$ cat src/rtl/rx_deframer.sv
// Receive deframer: hunts preamble + SFD in the recovered bit stream, reads the PHR
// length and writes PSDU bytes to the RX FIFO. Optional FCS check: define RX_FCS_CHECK_EN.
module rx_deframer #(
  parameter int         PREAMBLE_MIN_BITS = 8,
  parameter logic [7:0] SFD_BYTE          = 8'hA7,
  parameter int         MIN_LEN           = 5,
  parameter int         TIMEOUT_CYCLES    = 1024
) (
  input  logic       clk,
  input  logic       reset,
  input  logic       en_cdr,
  input  logic       data_in,
  input  logic       fifo_full,
  output logic [7:0] byte_out,
  output logic       byte_valid,
  output logic       frame_start,
  output logic       frame_end,
  output logic [6:0] frame_len,
  output logic       busy,
  output logic       err_len,
  output logic       err_ovf,
  output logic       err_timeout,
  output logic       crc_ok,
  output logic [1:0] dbg_state
);

  localparam int WIN_W = PREAMBLE_MIN_BITS + 8;
  localparam int TO_W  = $clog2(TIMEOUT_CYCLES + 1);

  localparam logic [TO_W-1:0] TO_LIMIT  = TO_W'(TIMEOUT_CYCLES);
  localparam logic [6:0]      MIN_LEN_L = 7'(MIN_LEN);

  localparam logic [1:0] ST_HUNT    = 2'd0;
  localparam logic [1:0] ST_LEN     = 2'd1;
  localparam logic [1:0] ST_PAYLOAD = 2'd2;

  logic [1:0]       r_state;
  logic [WIN_W-1:0] r_win;
  logic [7:0]       r_sr;
  logic [2:0]       r_bit_cnt;
  logic [6:0]       r_byte_cnt;
  logic [TO_W-1:0]  r_to_cnt;

  logic [7:0]       r_byte_out;
  logic             r_byte_valid;
  logic             r_frame_start;
  logic             r_frame_end;
  logic [6:0]       r_frame_len;
  logic             r_err_len;
  logic             r_err_ovf;
  logic             r_err_timeout;

  logic [WIN_W-1:0] w_win_next;
  logic [7:0]       w_sr_next;
  logic [TO_W-1:0]  w_to_next;
  logic             w_sfd_hit;
  logic             w_byte_done;
  logic             w_last_byte;
  logic             w_in_frame;

  // Newest bit enters at the top, so the top 8 bits read SFD_BYTE with its bit 0
  // being the oldest of them, and the preamble sits in the low bits.
  assign w_win_next  = {data_in, r_win[WIN_W-1:1]};
  assign w_sr_next   = {data_in, r_sr[7:1]};
  assign w_to_next   = r_to_cnt + TO_W'(1);
  assign w_in_frame  = (r_state == ST_LEN) || (r_state == ST_PAYLOAD);
  assign w_sfd_hit   = en_cdr && (r_state == ST_HUNT) &&
                       (w_win_next[WIN_W-1 -: 8] == SFD_BYTE) &&
                       (w_win_next[PREAMBLE_MIN_BITS-1:0] == '0);
  assign w_byte_done = en_cdr && (r_bit_cnt == 3'd7);
  assign w_last_byte = ((r_byte_cnt + 7'd1) == r_frame_len);

  // Output side: byte_valid is a one-cycle write strobe with no back-pressure;
  // fifo_full is sampled on the bit that completes a byte, and a full FIFO drops
  // that byte and raises err_ovf in the slot where byte_valid would have been.
  always_ff @(posedge clk) begin
    if (reset) begin
      r_state       <= ST_HUNT;
      r_win         <= '1;
      r_sr          <= '0;
      r_bit_cnt     <= '0;
      r_byte_cnt    <= '0;
      r_to_cnt      <= '0;
      r_byte_out    <= '0;
      r_byte_valid  <= 1'b0;
      r_frame_start <= 1'b0;
      r_frame_end   <= 1'b0;
      r_frame_len   <= '0;
      r_err_len     <= 1'b0;
      r_err_ovf     <= 1'b0;
      r_err_timeout <= 1'b0;
    end else begin
      r_byte_valid  <= 1'b0;
      r_frame_start <= 1'b0;
      r_frame_end   <= 1'b0;
      r_err_len     <= 1'b0;
      r_err_ovf     <= 1'b0;
      r_err_timeout <= 1'b0;

      case (r_state)
        ST_HUNT: begin
          r_to_cnt <= '0;
          if (w_sfd_hit) begin
            r_state       <= ST_LEN;
            r_frame_start <= 1'b1;
            r_bit_cnt     <= '0;
            // Window is frozen for the whole frame, so HUNT resumes from all 1s.
            r_win         <= '1;
          end else if (en_cdr) begin
            r_win <= w_win_next;
          end
        end

        ST_LEN, ST_PAYLOAD: begin
          if (en_cdr) begin
            r_to_cnt  <= '0;
            r_sr      <= w_sr_next;
            r_bit_cnt <= r_bit_cnt + 3'd1;
            if (w_byte_done) begin
              if (r_state == ST_LEN) begin
                r_frame_len <= w_sr_next[6:0];
                r_byte_cnt  <= '0;
                if (w_sr_next[6:0] < MIN_LEN_L) begin
                  r_err_len <= 1'b1;
                  r_state   <= ST_HUNT;
                end else begin
                  r_state <= ST_PAYLOAD;
                end
              end else begin
                r_byte_cnt <= r_byte_cnt + 7'd1;
                if (fifo_full) begin
                  r_err_ovf <= 1'b1;
                end else begin
                  r_byte_valid <= 1'b1;
                  r_byte_out   <= w_sr_next;
                end
                if (w_last_byte) begin
                  r_frame_end <= 1'b1;
                  r_state     <= ST_HUNT;
                end
              end
            end
          end else if (w_to_next == TO_LIMIT) begin
            r_err_timeout <= 1'b1;
            r_to_cnt      <= '0;
            r_state       <= ST_HUNT;
          end else begin
            r_to_cnt <= w_to_next;
          end
        end

        default: begin
          r_state <= ST_HUNT;
          r_win   <= '1;
        end
      endcase
    end
  end

`ifdef RX_FCS_CHECK_EN
  logic [15:0] r_crc;
  logic        r_crc_ok;
  logic        w_crc_fb;
  logic [15:0] w_crc_next;

  // Reflected CCITT polynomial, init 0: a frame carrying its own FCS leaves residue 0.
  assign w_crc_fb   = r_crc[0] ^ data_in;
  assign w_crc_next = (r_crc >> 1) ^ (w_crc_fb ? 16'h8408 : 16'h0000);

  always_ff @(posedge clk) begin
    if (reset) begin
      r_crc    <= '0;
      r_crc_ok <= 1'b0;
    end else if (w_sfd_hit) begin
      r_crc    <= '0;
      r_crc_ok <= 1'b0;
    end else if ((r_state == ST_PAYLOAD) && en_cdr) begin
      r_crc <= w_crc_next;
      if (w_byte_done && w_last_byte) begin
        r_crc_ok <= (w_crc_next == 16'h0000);
      end
    end
  end

  assign crc_ok = r_crc_ok;
`else
  assign crc_ok = 1'b0;
`endif

  assign byte_out    = r_byte_out;
  assign byte_valid  = r_byte_valid;
  assign frame_start = r_frame_start;
  assign frame_end   = r_frame_end;
  assign frame_len   = r_frame_len;
  assign err_len     = r_err_len;
  assign err_ovf     = r_err_ovf;
  assign err_timeout = r_err_timeout;
  // Stays high through the terminating pulse, low from the following cycle.
  assign busy        = w_in_frame | r_frame_end | r_err_len | r_err_timeout;
  assign dbg_state   = r_state;

endmodule

$ cat config.mk
export PLATFORM = sky130hd
export DESIGN_NAME = rx_deframer
export DESIGN_NICKNAME = d
export VERILOG_FILES = /design/src/rtl/rx_deframer.sv
export SDC_FILE = /design/constraint.sdc
export NUM_CORES = 1
export LEC_CHECK = 0
export ABC_CLOCK_PERIOD_IN_PS = 2400
export CAP_MARGIN = 25
export CORE_UTILIZATION = 56
export CTS_CLUSTER_DIAMETER = 80
export CTS_CLUSTER_SIZE = 12
export DETAILED_ROUTE_END_ITERATION = 7
export PLACE_DENSITY = 0.82
export SYNTH_ARGS = -nofsm -noshare
export SYNTH_HDL_FRONTEND = slang
export SYNTH_SLANG_ARGS = --single-unit
export TNS_END_PERCENT = 10
$ cat constraint.sdc
create_clock -name clk -period 2.4 [get_ports clk]
set_clock_uncertainty 0.1 [all_clocks]
set_input_delay 0.48 -clock clk [delete_from_list [all_inputs] [get_ports clk]]
set_output_delay 0.48 -clock clk [all_outputs]
set_load 0.1 [all_outputs]
==> reports/qor.yml <==
status:
  run_status: "completed"
grt:
  grt_use_total: 0.2533
  grt_overflow: 0
  grt_max_degree: 51
  grt_pass1_vias: 2486
  antenna_found_initial: 0
  grt_pass1_wl_um: 11840
detailed_routing:
  ant_nets: 0
  drc: 0
  drt_iter0_drc: 209
  dr.pass1.iters: 5
  wl_um: 7075
  vias: 2871
  viasPerCell: 5.871
  avgRoutedWirePerCell_um: 14.47
finish:
  final_nets: 428
  antenna_cells: 0
  area_growth_syn_to_layout_pct: 20.10
  fillers: 414
  layout-drive-gt1-share: 0.1790
  postLayoutCoreUtil: 0.7121
cts:
  clk_pin_slew_ns: 0.08
  numCtsBuffers: 9
  ctsHtreeMaxLevel: 3
  cts_hold_buf: 0
  clkLatencyLatePin_ns: 0.35
  cts_sinks: 66
  cts_tree: "built"
  cts.path.max_buffers: 2
  root_buffer: "clkbuf_8"
  cts.repair.resized: 0
  cts_setup_buffers: 0
power_and_ir_drop:
  power_switching_mw: 0.5093
  ir_drop_mv: 0.5479
  pwr-share-comb: 0.027
  p_leak_nw: 1.421
  p_total_mw: 2.173
  internal_power_mw: 1.664
  p_clk_frac: 0.469
  swShare: 0.2344
  pwr-share-seq: 0.504
  power_density_mw_per_mm2: 582.6
sta:
  period_needed_ns: 2.324
  max_freq_ghz: 0.4303
  slew-limit-headroom: 0.6679
  tightestPinTransition_ns: 0.4968
  hold_viol: 0
  report.final.slew_viol_count: 0
  grt_setup_unrepaired: "false"
  setup_viol: 0
  whs_ns: 0.3725
  post-route-period-util: 0.9683
  tns_ns: 0
floorplan:
  core-area_mm2: 0.005238
  io_pins: 30
  die_area_mm2: 0.005848
  die_y_um: 76.47
  initial_core_util: 0.5929
  die_x_um: 76.47
  num_rows: 26
synthesis:
  synth.distinct_cells: 50
  avgSynthCellArea_um2: 8.194
  synth_seq_cells: 66
  synth_async_sr_flop_share: 0
  synth_edf_count: 0
  synthFlopType: "dfxtp_1"
  seq_area_frac_synth: 0.4255
  synth_area_mm2: 0.003105
  yosysWarningCount: 0
  syn-num-nets: 393
  syn_inst: 379
critical_path:
  end_kind: "output port"
  worstPathRequired_ns: 1.82
  slowest_delay_ns: 0.44
  critPathMaxFanout: 4
  setup.worst_path.class: "reg -> out"
  slowest_stage: "or4_4"
  path_cells: "inv_1 > ha_4 > or4_4 > buf_12"
  start_kind: "flop"
  arrival_ns: 1.74
placement:
  place.gp.congestion: 0.8392
  io_buffers: 28
  place_hpwl_um: 4773
min_path:
  hold_class: "reg -> reg"
job:
  maxCapViolCount: 0
==> final cells by class <==
| cell class | count | area (µm²) | share of cell area |
|---|---|---|---|
| Multi-Input combinational cell | 282 | 1667 | 0.4468 |
| Clock inverter | 6 | 72.57 | 0.01946 |
| Tap cell | 70 | 87.58 | 0.02348 |
| Sequential cell | 66 | 1329 | 0.3563 |
| Timing Repair Buffer | 49 | 402.9 | 0.1080 |
| Inverter | 6 | 22.52 | 0.006038 |
| Clock buffer | 10 | 148.9 | 0.03992 |
==> layout by cell type, fill, tap and decap left out, drive strengths merged, types with 7 or more instances in the layout <==
cell / synthesis / layout
mux2i: 8 / 8
xnor2: 10 / 10
nor4: 7 / 7
nand3: 9 / 9
ha: 9 / 9
nor3: 16 / 16
clkbuf: 17 / 10
nand4: 10 / 10
dfxtp: 66 / 66
buf: 8 / 45
a31oi: 9 / 9
inv: 6 / 7
nor2: 37 / 37
nand2: 45 / 45
o21ai: 38 / 38
a21oi: 36 / 36
==> cell families after synthesis <==
family | Yosys count | synth area share
buffers and inverters | 31 | 0.04392
other | 1 | 0.001208
XOR/XNOR | 12 | 0.03384
adder cells (fa/ha/maj) | 9 | 0.03626
AND/OR/NAND/NOR | 151 | 0.2425
AO/OA/AOI/OAI | 101 | 0.1910
flip-flops | 66 | 0.4255
multiplexers | 8 | 0.02579
==> cell usage after synthesis (4+ instances only) <==
master | n | area [µm²]
a21oi_1 | 35 | 175.2
nor3_1 | 16 | 80.08
dfxtp_1 | 66 | 1321
clkbuf_1 | 16 | 60.06
o21ai_0 | 36 | 180.2
ha_1 | 9 | 112.6
buf_2 | 6 | 30.03
nor4b_1 | 4 | 35.03
a311oi_1 | 4 | 35.03
a31oi_1 | 9 | 56.30
nor4_1 | 7 | 43.79
nand2_1 | 45 | 168.9
nand4_1 | 10 | 62.56
nor2_1 | 37 | 138.9
inv_1 | 6 | 22.52
mux2i_1 | 8 | 80.08
xnor2_1 | 10 | 87.58
nand3_1 | 8 | 40.04
==> flip-flops by register name (all words and copies together) (netlist names), 2 cells and up <==
name        flops
r_win          15
r_bit_cnt       3
r_to_cnt       11
r_byte_cnt      7
r_sr            7
dbg_state       2
frame_len       7
byte_out        8
==> per-layer routing <==
layer  GRT usage  wire length [µm]  up-vias
li1            -                 -     1435
met1      0.3406              3231     1328
met2      0.3865              3330       95
met3     0.06587               389       13
met4      0.1000               122        0
met5           0                 0        -
==> metrics by stage <==
stage          instances  worst slack [ns]  cell area (µm²)
6_report             489           0.07612             3730
2_1_floorplan        379           0.02255             3118
4_1_cts              489           0.01321             3715
3_5_place_dp         473           0.05027             3493
3_3_place_gp         473           0.07521             3493
5_1_grt              489           0.03467             3730
==> power by group through the flow <==
| stage | sequential, mW | combinational [mW] | clock, mW |
|---|---|---|---|
| floorplan | 1.12 | 0.0375 | 0 |
| global placement | 1.12 | 0.0576 | 0 |
| detailed placement | 1.12 | 0.0579 | 0 |
| CTS | 1.10 | 0.0583 | 1.03 |
| global route | 1.10 | 0.0638 | 1.08 |
| finish | 1.10 | 0.0584 | 1.02 |
==> worst max-delay path, delay by kind of cell (launching register included) <==
kind / cells / cell delay (ns)
and+or+nand+nor: 1 / 0.44
adders and majority gates: 1 / 0.25
DFF: 1 / 0.36
buffers and inverters: 2 / 0.34
==> worst paths after layout <==
path / from / endpoint / slack [ns] / cells past startpoint
min: r_bit_cnt[1] / r_bit_cnt[1] / 0.37 / 2
max reg2reg: r_to_cnt[0] / r_to_cnt[10] / 0.15 / 8
max: dbg_state[1] / busy / 0.08 / 4
min reg2reg: r_bit_cnt[1] / r_bit_cnt[1] / 0.37 / 2
(Power assumes the default switching activity.)
